[config.mk]
export PLATFORM = sky130hd
export DESIGN_NAME = seq_match_monitor_flat
export DESIGN_NICKNAME = d
export VERILOG_FILES = /design/src/rtl/seq_match_monitor_if.sv /design/src/rtl/seq_match_monitor.sv /design/src/flat_wrapper.sv
export SDC_FILE = /design/constraint.sdc
export NUM_CORES = 1
export LEC_CHECK = 0
export ABC_CLOCK_PERIOD_IN_PS = 2800
export BUFFER_PORTS_ARGS = -buffer_cell sky130_fd_sc_hd__clkbuf_2
export CAP_MARGIN = 10
export CORE_UTILIZATION = 58
export DETAILED_ROUTE_END_ITERATION = 12
export GPL_TIMING_DRIVEN = 1
export HOLD_SLACK_MARGIN = 0.06
export PLACE_DENSITY = 0.8
export SETUP_SLACK_MARGIN = 0.4
export SLEW_MARGIN = 10
export SYNTH_ARGS = -nofsm -noshare
export SYNTH_HDL_FRONTEND = slang
export SYNTH_SLANG_ARGS = --single-unit
[constraint.sdc]
create_clock -name clk -period 2.8 [get_ports clk]
set_clock_uncertainty 0.2 [all_clocks]
set_input_delay 0.42 -clock clk [delete_from_list [all_inputs] [get_ports clk]]
set_output_delay 0.42 -clock clk [all_outputs]
set_load 0.02 [all_outputs]
[src/rtl/seq_match_monitor_if.sv]
// Bus between the pattern detector / status logic and seq_match_monitor.
// The master drives the pulse, clear, threshold and ack.
// The slave returns the irq, busy flag and match statistics.
interface seq_match_monitor_if #(
  parameter int CNT_W    = 16,
  parameter int GAP_W    = 16,
  parameter int THRESH_W = 8
);
  logic                pattern;
  logic                clr;
  logic [THRESH_W-1:0] thresh;
  logic                irq_ack;
  logic                irq;
  logic                busy;
  logic [CNT_W-1:0]    match_cnt;
  logic                cnt_sat;
  logic [GAP_W-1:0]    last_gap;
  logic                gap_valid;

  modport master (
    output pattern, clr, thresh, irq_ack,
    input  irq, busy, match_cnt, cnt_sat, last_gap, gap_valid
  );

  modport slave (
    input  pattern, clr, thresh, irq_ack,
    output irq, busy, match_cnt, cnt_sat, last_gap, gap_valid
  );
endinterface

[src/rtl/seq_match_monitor.sv]
// Match statistics and burst-alert monitor for the detector's 1-cycle pattern pulse.
// It keeps a saturating total count and the gap between the last two matches.
// It raises a sticky irq when T = max(thresh,1) matches land within a WIN-cycle window.
module seq_match_monitor #(
  parameter int CNT_W    = 16,
  parameter int GAP_W    = 16,
  parameter int THRESH_W = 8,
  parameter int WIN      = 64
) (
  input logic             clk,
  input logic             rst,
  seq_match_monitor_if.slave bus
);
  localparam int WIN_W = $clog2(WIN + 1);
  localparam logic [CNT_W-1:0] CNT_MAX = '1;
  localparam logic [GAP_W-1:0] GAP_MAX = '1;

  typedef enum logic [1:0] {S_IDLE, S_WINDOW, S_ALERT} state_t;

  state_t              r_state, w_nxt;
  logic [THRESH_W-1:0] r_burst, w_burst_nxt;
  logic [WIN_W-1:0]    r_win, w_win_nxt;
  logic                w_open;
  logic [THRESH_W-1:0] w_t;
  logic [THRESH_W:0]   w_burst_inc;

  logic                r_irq, r_busy;
  logic [CNT_W-1:0]    r_match_cnt;
  logic                r_cnt_sat;
  logic [GAP_W-1:0]    r_gap_cnt, r_last_gap;
  logic                r_gap_run, r_gap_valid;

  assign w_t         = (bus.thresh == '0) ? THRESH_W'(1) : bus.thresh;
  assign w_burst_inc = {1'b0, r_burst} + (THRESH_W+1)'(1);

  // Next state, burst count and window age. Window expiry is resolved one
  // cycle late (r_win == WIN) so a pulse at t+WIN opens a fresh window with
  // busy held high throughout.
  always_comb begin
    w_nxt       = r_state;
    w_burst_nxt = r_burst;
    w_win_nxt   = r_win;
    w_open      = 1'b0;
    if (bus.clr) begin
      w_nxt       = S_IDLE;
      w_burst_nxt = '0;
      w_win_nxt   = '0;
    end else begin
      case (r_state)
        S_IDLE: begin
          if (bus.pattern) w_open = 1'b1;
        end
        S_WINDOW: begin
          if (r_win >= WIN_W'(WIN)) begin
            if (bus.pattern) w_open = 1'b1;
            else begin
              w_nxt       = S_IDLE;
              w_burst_nxt = '0;
              w_win_nxt   = '0;
            end
          end else begin
            w_win_nxt = r_win + WIN_W'(1);
            if (bus.pattern) begin
              w_burst_nxt = w_burst_inc[THRESH_W-1:0];
              if (w_burst_inc >= {1'b0, w_t}) w_nxt = S_ALERT;
            end
          end
        end
        S_ALERT: begin
          if (bus.irq_ack) begin
            if (bus.pattern) w_open = 1'b1;
            else begin
              w_nxt       = S_IDLE;
              w_burst_nxt = '0;
              w_win_nxt   = '0;
            end
          end
        end
        default: begin
          w_nxt       = S_IDLE;
          w_burst_nxt = '0;
          w_win_nxt   = '0;
        end
      endcase
      if (w_open) begin
        w_burst_nxt = THRESH_W'(1);
        w_win_nxt   = WIN_W'(1);
        w_nxt       = (w_t == THRESH_W'(1)) ? S_ALERT : S_WINDOW;
      end
    end
  end

  // FSM state, burst counter and window age registers.
  always_ff @(posedge clk or posedge rst) begin
    if (rst) begin
      r_state <= S_IDLE;
      r_burst <= '0;
      r_win   <= '0;
    end else begin
      r_state <= w_nxt;
      r_burst <= w_burst_nxt;
      r_win   <= w_win_nxt;
    end
  end

  // Registered irq/busy, taken from the next state so they track the FSM.
  always_ff @(posedge clk or posedge rst) begin
    if (rst) begin
      r_irq  <= 1'b0;
      r_busy <= 1'b0;
    end else begin
      r_irq  <= (w_nxt == S_ALERT);
      r_busy <= (w_nxt != S_IDLE);
    end
  end

  // Saturating total match count with a sticky saturation flag.
  always_ff @(posedge clk or posedge rst) begin
    if (rst) begin
      r_match_cnt <= '0;
      r_cnt_sat   <= 1'b0;
    end else if (bus.clr) begin
      r_match_cnt <= '0;
      r_cnt_sat   <= 1'b0;
    end else if (bus.pattern) begin
      if (r_match_cnt != CNT_MAX) r_match_cnt <= r_match_cnt + CNT_W'(1);
      if (r_match_cnt >= CNT_MAX - CNT_W'(1)) r_cnt_sat <= 1'b1;
    end
  end

  // Gap measurement. The counter runs from the first match and saturates.
  // Each later match latches the gap and restarts the count.
  always_ff @(posedge clk or posedge rst) begin
    if (rst) begin
      r_gap_cnt   <= '0;
      r_gap_run   <= 1'b0;
      r_last_gap  <= '0;
      r_gap_valid <= 1'b0;
    end else if (bus.clr) begin
      r_gap_cnt   <= '0;
      r_gap_run   <= 1'b0;
      r_last_gap  <= '0;
      r_gap_valid <= 1'b0;
    end else if (bus.pattern) begin
      if (r_gap_run) begin
        r_last_gap  <= r_gap_cnt;
        r_gap_valid <= 1'b1;
      end
      r_gap_run <= 1'b1;
      r_gap_cnt <= GAP_W'(1);
    end else if (r_gap_run && r_gap_cnt != GAP_MAX) begin
      r_gap_cnt <= r_gap_cnt + GAP_W'(1);
    end
  end

  assign bus.irq       = r_irq;
  assign bus.busy      = r_busy;
  assign bus.match_cnt = r_match_cnt;
  assign bus.cnt_sat   = r_cnt_sat;
  assign bus.last_gap  = r_last_gap;
  assign bus.gap_valid = r_gap_valid;
endmodule
[src/flat_wrapper.sv]
// flat-port wrapper written by rule: the top's interface ports become plain ports
module seq_match_monitor_flat 
#(
  parameter int CNT_W    = 16,
  parameter int GAP_W    = 16,
  parameter int THRESH_W = 8,
  parameter int WIN      = 64
)
  (clk, rst, bus_pattern, bus_clr, bus_thresh, bus_irq_ack, bus_irq, bus_busy, bus_match_cnt, bus_cnt_sat, bus_last_gap, bus_gap_valid);
  seq_match_monitor_if #(.CNT_W(CNT_W), .GAP_W(GAP_W), .THRESH_W(THRESH_W)) bus_i ();
  input logic clk;
  input logic rst;
  input wire logic [$bits(bus_i.pattern)-1:0] bus_pattern;
  input wire logic [$bits(bus_i.clr)-1:0] bus_clr;
  input wire logic [$bits(bus_i.thresh)-1:0] bus_thresh;
  input wire logic [$bits(bus_i.irq_ack)-1:0] bus_irq_ack;
  output wire logic [$bits(bus_i.irq)-1:0] bus_irq;
  output wire logic [$bits(bus_i.busy)-1:0] bus_busy;
  output wire logic [$bits(bus_i.match_cnt)-1:0] bus_match_cnt;
  output wire logic [$bits(bus_i.cnt_sat)-1:0] bus_cnt_sat;
  output wire logic [$bits(bus_i.last_gap)-1:0] bus_last_gap;
  output wire logic [$bits(bus_i.gap_valid)-1:0] bus_gap_valid;
  assign bus_i.pattern = bus_pattern;
  assign bus_i.clr = bus_clr;
  assign bus_i.thresh = bus_thresh;
  assign bus_i.irq_ack = bus_irq_ack;
  assign bus_irq = bus_i.irq;
  assign bus_busy = bus_i.busy;
  assign bus_match_cnt = bus_i.match_cnt;
  assign bus_cnt_sat = bus_i.cnt_sat;
  assign bus_last_gap = bus_i.last_gap;
  assign bus_gap_valid = bus_i.gap_valid;
  seq_match_monitor #(.CNT_W(CNT_W), .GAP_W(GAP_W), .THRESH_W(THRESH_W), .WIN(WIN)) u_core (.clk(clk), .rst(rst), .bus(bus_i));
endmodule
### Word level (Yosys, flattened, before mapping)

Index checks and enable logic that the tools add are counted.

| word-level totals | value |
|---|---|
| register bits | 70 |
| bits of input ports | 13 |
| output and inout port bits | 36 |
| logic and storage cells | 86 |

| operators by class | value |
|---|---|
| $add $sub $neg | 4 |
| order comparisons | 3 |
| eq/ne operators | 9 |
| muxes and demuxes | 45 |
| reduce and logical (&&, ||, !) cells | 14 |

Operators with widths:

| kind | number |
|---|---|
| 16-bit 2-to-1 mux | 9 |
| 8-bit 2-to-1 mux | 7 |
| 7-bit 2-to-1 mux | 5 |
| 16-bit by 1-bit adder with 16-bit output (second input constant) | 2 |
| 16-bit != test (second input constant) | 2 |
| 8-bit case mux with 3 select lines | 1 |
| 7-bit case mux with 3 select lines | 1 |
| 16-bit greater-or-equal comparator (second input constant) | 1 |
| 2-bit 2-to-1 mux | 8 |
| 1-bit 2-to-1 mux | 12 |
| 2-bit nonzero test | 5 |
| 8-bit by 1-bit adder with 9-bit output (second input constant) | 1 |
| 9-bit by 8-bit greater-or-equal comparator with 1-bit output | 1 |
| 8-bit by 1-bit equality test with 1-bit output (second input constant) | 1 |
| 8-bit zero test | 1 |
| 2-bit AND reduction | 4 |
| 7-bit by 1-bit adder with 7-bit output (second input constant) | 1 |
| 7-bit greater-or-equal comparator (second input constant) | 1 |
| 2-bit case mux with 3 select lines | 1 |
| 5-bit by 3-bit != test with 1-bit output (second input constant) | 1 |
| 2-bit equality test (second input constant) | 2 |
| 4-bit by 3-bit != test with 1-bit output (second input constant) | 1 |
| 3-bit by 2-bit != test with 1-bit output (second input constant) | 1 |
| 1-bit case mux with 3 select lines | 1 |
| 5 further kinds | 5 |

### Logic depth before layout (Yosys ltp)

| depth | value |
|---|---|
| word-level depth | 10 |
| gate-level depth with buffers | 11 |
| gate-level depth less buffers | 11 |

### Worst setup path before layout

No wires, ideal clock.

| path | value |
|---|---|
| path kind | reg-to-reg |
| from | register u_core.r_burst[0] |
| to | register u_core.r_state[0] |
| setup time | 0.086 ns |
| arrival time | 2.278 ns |
| data required time | 2.514 ns |
| slack | 0.236 ns |
| stages on the path, launching flop included | 11 |
| path buffers | 0 |
| period minus slack after synthesis | 2.564 ns |
| path through | dfrtp_1 ha_1 nand4_1 xnor2_1 ha_1 o21a_1 o21ai_0 a211o_1 nand3_1 a221o_1 nor3_1 |

| on the way | value |
|---|---|
| longest elaborated chain between the ends | 8 |

RTL lines:

| item | line | text |
|---|---|---|
| from (decl) | seq_match_monitor.sv:21 | `logic [THRESH_W-1:0] r_burst, w_burst_nxt;` |
| from (signal assigned) | seq_match_monitor.sv:101 | `r_burst <= w_burst_nxt;` |
| 8-bit by 1-bit adder with 9-bit output | seq_match_monitor.sv:34 | `assign w_burst_inc = {1'b0, r_burst} + (THRESH_W+1)'(1);` |
| 9-bit by 8-bit greater-or-equal comparator with 1-bit output | seq_match_monitor.sv:65 | `if (w_burst_inc >= {1'b0, w_t}) w_nxt = S_ALERT;` |
| 2-bit 2-to-1 mux | seq_match_monitor.sv:65 |  |
| 2-bit 2-to-1 mux | seq_match_monitor.sv:63 | `if (bus.pattern) begin` |
| 2-bit 2-to-1 mux | seq_match_monitor.sv:54 | `if (r_win >= WIN_W'(WIN)) begin` |
| 2-bit case mux with 3 select lines | seq_match_monitor.sv:49 | `case (r_state)` |
| 2-bit 2-to-1 mux | seq_match_monitor.sv:85 | `if (w_open) begin` |
| 2-bit 2-to-1 mux | seq_match_monitor.sv:44 | `if (bus.clr) begin` |
| net u_core.w_nxt[0] | seq_match_monitor.sv:20 | `state_t r_state, w_nxt;` |
| to (signal assigned) | seq_match_monitor.sv:100 | `r_state <= w_nxt;` |
| to (decl) | seq_match_monitor.sv:20 |  |

The timed path passes the listed nets, and every way through them passes these cells.
A chain may end at the register's enable or synchronous reset.

### Worst setup path in the final report

| path | value |
|---|---|
| from | register u_core.r_burst[3] |
| to | register u_core.r_irq (netlist: u_core.bus.irq) |

| on the way | value |
|---|---|
| longest elaborated chain between the ends | 9 |

RTL lines:

| item | line | text |
|---|---|---|
| 8-bit by 1-bit adder with 9-bit output | seq_match_monitor.sv:34 |  |
| 9-bit by 8-bit greater-or-equal comparator with 1-bit output | seq_match_monitor.sv:65 |  |
| 2-bit 2-to-1 mux | seq_match_monitor.sv:65 |  |
| 2-bit 2-to-1 mux | seq_match_monitor.sv:63 |  |
| 2-bit 2-to-1 mux | seq_match_monitor.sv:54 |  |
| 2-bit case mux with 3 select lines | seq_match_monitor.sv:49 |  |
| 2-bit 2-to-1 mux | seq_match_monitor.sv:85 |  |
| 2-bit 2-to-1 mux | seq_match_monitor.sv:44 |  |
| 2-bit equality test | seq_match_monitor.sv:112 | `r_irq <= (w_nxt == S_ALERT);` |
| to (signal assigned) | seq_match_monitor.sv:112 |  |
| to (decl) | seq_match_monitor.sv:27 | `logic r_irq, r_busy;` |

Every way passes these cells.

==> impl_metrics.prom <==
# TYPE chip_impl_metric gauge
chip_impl_metric{name="globalRouteTotalUtil",unit="%"} 25.1
chip_impl_metric{name="syn_inst",unit=""} 420
chip_impl_metric{name="min_period",unit="ns"} 2.57
chip_impl_info{name="timing.critical_path.slowest_stage_cell",value="dfrtp_1"} 1
chip_impl_info{name="outcome",value="completed"} 1
chip_impl_info{name="largest_family_of_logic_cells_by_synthesized_area",value="simple AND/OR/NAND/NOR gates"} 1
chip_impl_metric{name="muxShareOfSynthArea",unit="%"} 1.07
chip_impl_metric{name="clock_share_of_power",unit="%"} 40.3
chip_impl_metric{name="h-tree-depth",unit=""} 3
chip_impl_metric{name="finalWeightedCongestion",unit=""} 0.837
chip_impl_metric{name="floorplan.die_area",unit="um2"} 6980
chip_impl_metric{name="largest_net_degree_at_the_start_of_global_routing",unit=""} 48
chip_impl_metric{name="setup-tns-final",unit="ns"} 0
chip_impl_metric{name="vias_per_std_cell",unit=""} 5.77
chip_impl_info{name="synthTopCellsByArea",value="dfrtp_1 45%, ha_1 5.8%, nand2_1 5.5%"} 1
chip_impl_metric{name="vias",unit=""} 3269
chip_impl_metric{name="final.fill_count",unit=""} 460
chip_impl_metric{name="diodes",unit=""} 0
chip_impl_metric{name="synth_simple_gate_area_share",unit="%"} 23.8
chip_impl_metric{name="placement_rows",unit=""} 29
chip_impl_metric{name="tightest_slew",unit="ns"} 0.630
chip_impl_metric{name="drt-pass1-iter-count",unit=""} 5
chip_impl_metric{name="yosysWarningCount",unit=""} 0
chip_impl_info{name="setup_repair_after_global_routing_missed_its_margin",value="yes"} 1
chip_impl_metric{name="share_of_the_synthesized_netlist_area_taken_by_xor_and_xnor_gates",unit="%"} 7.04
chip_impl_metric{name="asyncSetResetFlopFracSynth",unit="%"} 100
chip_impl_metric{name="ctsLongestPathBuffers",unit=""} 2
chip_impl_metric{name="synth_compound_area_share",unit="%"} 12.8
chip_impl_metric{name="fraction_of_final_layout_cells_sized_beyond_drive_strength_1",unit="%"} 24.1
chip_impl_info{name="timing.hold.worst.class",value="input pin to register"} 1
chip_impl_metric{name="wl_per_cell",unit="um"} 15.2
chip_impl_metric{name="max_stage_delay",unit="ns"} 0.36
chip_impl_metric{name="pwr_density_cell",unit="nW/um2"} 461
chip_impl_metric{name="ys_types",unit=""} 54
chip_impl_info{name="timing_worst_setup_path_type",value="register to register"} 1
chip_impl_metric{name="remaining_drc_errors",unit=""} 0
chip_impl_metric{name="hpwl",unit="mm"} 5.72
chip_impl_metric{name="floorplan.initialDensity",unit="%"} 60.4
chip_impl_metric{name="portBuffers",unit=""} 48
chip_impl_metric{name="io_pins",unit=""} 49
chip_impl_metric{name="combinationalPowerShare",unit="%"} 10.2
chip_impl_info{name="synth_most_common_cell",value="dfrtp_1"} 1
chip_impl_metric{name="die_height",unit="um"} 83.6
chip_impl_metric{name="synth_largest_type_area_fraction",unit="%"} 45.4
chip_impl_metric{name="drv_slew",unit=""} 0
chip_impl_metric{name="synth.net_count",unit=""} 451
chip_impl_metric{name="worst_ep_required_time",unit="ns"} 2.83
chip_impl_info{name="critPathCaptureType",value="register"} 1
chip_impl_metric{name="slew_headroom",unit="%"} 58.0
chip_impl_metric{name="postLayoutCoreUtil",unit="%"} 71.9
chip_impl_metric{name="post-route-worst-setup-slack",unit="ns"} 0.234
chip_impl_metric{name="synthToLayoutAreaGrowth",unit="%"} 19.1
chip_impl_metric{name="synth.avg_cell_area",unit="um2"} 9.19
chip_impl_metric{name="clkLatencyLatePin",unit="ns"} 0.34
chip_impl_metric{name="mappedNetlistArea",unit="um2"} 3860
chip_impl_metric{name="worst_ir_drop_vdd",unit="uV"} 328
chip_impl_metric{name="number_of_flops_mapped_to_enable_cells_by_yosys",unit=""} 0
chip_impl_metric{name="worst_setup_hold_path_clk_slew",unit="ns"} 0.08
chip_impl_metric{name="finalWirelength",unit="mm"} 8.64
chip_impl_metric{name="power_frac_seq",unit="%"} 49.5
chip_impl_metric{name="antenna_violating_nets_post_route",unit=""} 0
chip_impl_metric{name="tritoncts.num_buffers",unit=""} 9
chip_impl_metric{name="synth.yosys.seq_area_share",unit="%"} 45.4
chip_impl_metric{name="maxCapViolations",unit=""} 0
chip_impl_metric{name="die_w",unit="um"} 83.6
chip_impl_info{name="synth-main-ff-cell",value="dfrtp_1"} 1
chip_impl_metric{name="net-switching-power",unit="uW"} 572
chip_impl_info{name="critPathLaunchType",value="register"} 1
chip_impl_info{name="cts_tree",value="yes"} 1
chip_impl_metric{name="design.final.nets",unit=""} 516
chip_impl_info{name="clock-root-buffer",value="clkbuf_8"} 1
chip_impl_metric{name="finalCritPeriodShare",unit="%"} 91.7
chip_impl_info{name="cp_cell_sequence",value="and2_4 > nand4_1 > xnor2_1 > ha_1 > o21a_1 > o21ai_2 > a21o_1 > buf_4 > and3_1 > o21ai_1 > a22o_1"} 1
chip_impl_info{name="synth_commonest_cells",value="70 x dfrtp_1, 57 x nand2_1, 41 x nor2_1"} 1
chip_impl_metric{name="setup_violations",unit=""} 0
chip_impl_metric{name="detail_route.iter0.violations",unit=""} 255
chip_impl_metric{name="power_leakage",unit="uW"} 0.00217
chip_impl_metric{name="clock_sinks",unit=""} 70
chip_impl_metric{name="preCtsSetupSlack",unit="ns"} 0.175
chip_impl_metric{name="max_clk_rate",unit="MHz"} 390
chip_impl_metric{name="cp_data_arrival_time",unit="ns"} 2.60
chip_impl_metric{name="ys_ff_latch",unit=""} 70
chip_impl_metric{name="internal_power",unit="uW"} 1550
chip_impl_metric{name="timing.critical_path.fanout_max",unit=""} 4
chip_impl_metric{name="power.switching_fraction",unit="%"} 27.0
chip_impl_metric{name="vias_in_the_first_global_route",unit=""} 3098
chip_impl_metric{name="core-area",unit="um2"} 6390
chip_impl_metric{name="whs",unit="ns"} 0.284
chip_impl_metric{name="grt_antenna_before_repair",unit=""} 0
chip_impl_metric{name="total_power",unit="uW"} 2120
chip_impl_metric{name="regToRegSetupSlack",unit="ns"} 0.23
chip_impl_info{name="synth_largest_area_cell",value="dfrtp_1"} 1
chip_impl_metric{name="globalRouteOverflowTotal",unit=""} 0
chip_impl_metric{name="synth_adder_area_share",unit="%"} 5.84
chip_impl_metric{name="grt_first_pass_wirelength",unit="mm"} 14.1
chip_impl_metric{name="timing.final.hold_violations",unit=""} 0
==> final cells by class <==
type	instances	area (um2)	area share (%)
clock buffer	10	138	3.00
multi-input combinational	316	2050	44.6
inverter	19	75.1	1.63
timing repair buffer	69	413	8.99
tap	77	96.3	2.10
sequential	70	1750	38.2
clock inverter	6	68.8	1.50
==> critical path, delay by kind of cell, from the launching register on <==
family / cells / cell delay (ns)
flip-flops: 1 / 0.36
buffers and inverters: 1 / 0.12
XOR/XNOR: 1 / 0.18
AND/OR/NAND/NOR: 3 / 0.53
adder cells (fa/ha/maj): 1 / 0.30
AO/OA/AOI/OAI: 5 / 0.77
==> cells in the final DEF (no fill, tap or decap), types with 3 or more instances in the layout <==
master    instances
a21o_1            3
a21oi_1          26
a22o_2            4
and2_1            5
and3_1           10
and4_1            5
buf_4            19
clkbuf_2         48
clkbuf_8         10
dfrtp_1          69
ha_1             15
inv_1            18
nand2_1          57
nand2b_1          5
nand3_1          17
nand4_1          16
nor2_1           41
nor3_1            5
nor3_2            3
nor4_1            3
o21a_1            3
o21ai_0          18
o21ai_1           3
xnor2_1           9
xor2_1           21
==> power by group through the flow <==
stage / clock [uW] / combinational, uW / sequential (uW)
after global routing: 907 / 241 / 1050
after global placement: 0 / 189 / 1070
final: 855 / 216 / 1050
after floorplan: 0 / 129 / 1070
after CTS: 869 / 208 / 1050
after detailed placement: 0 / 195 / 1070
==> routing by layer <==
layer  vias up  part of all wire [%]  global-route usage, %
li1       1598                     -                      -
met1      1562                    45                   32.6
met2        92                    49                   41.9
met3        17                   4.5                   4.35
met4         0                   1.7                   9.71
met5         -                     0                      0
==> registers in the layout, indices dropped and copies added (netlist names) <==
| signal | cells |
|---|---|
| u_core.bus.busy | 1 |
| u_core.bus.cnt_sat | 1 |
| u_core.bus.gap_valid | 1 |
| u_core.bus.irq | 1 |
| u_core.bus.last_gap | 16 |
| u_core.bus.match_cnt | 16 |
| u_core.r_burst | 8 |
| u_core.r_gap_cnt | 16 |
| u_core.r_gap_run | 1 |
| u_core.r_state | 2 |
| u_core.r_win | 7 |
==> timing repair <==
item	CTS	global route
gates cloned	0	1
gates resized for setup	12	9
buffers inserted	7	6
hold buffers	1	0
hold endpoints to repair	23	0
pin swaps	8	5
setup endpoints to repair	11	11
==> per-stage QoR <==
step	instance area, um2	cells
after floorplan	3880	420
after global placement	4190	536
after detailed placement	4190	536
after CTS	4510	560
after global routing	4590	567
final	4590	567
==> final timing paths <==
check	startpoint	end	cells after the start
max reg2reg	u_core.r_burst[3]	u_core.bus.irq	11
max in group asynchronous	rst	u_core.bus.match_cnt[9]	4
min reg2reg	u_core.bus.gap_valid	u_core.bus.gap_valid	2
max	u_core.r_burst[3]	u_core.bus.irq	11
min	bus_pattern	u_core.r_gap_run	3
min in group asynchronous	rst	u_core.bus.busy	3
==> kinds of logic after synthesis <==
logic type               count (synthesis)
XOR/XNOR                                31
AND/OR/NAND/NOR                        184
flip-flops                              70
AO/OA/AOI/OAI                           78
adder cells (fa/ha/maj)                 18
buffers and inverters                   35
multiplexers                             4
No activity file was read; power rests on OpenSTA's default activity.
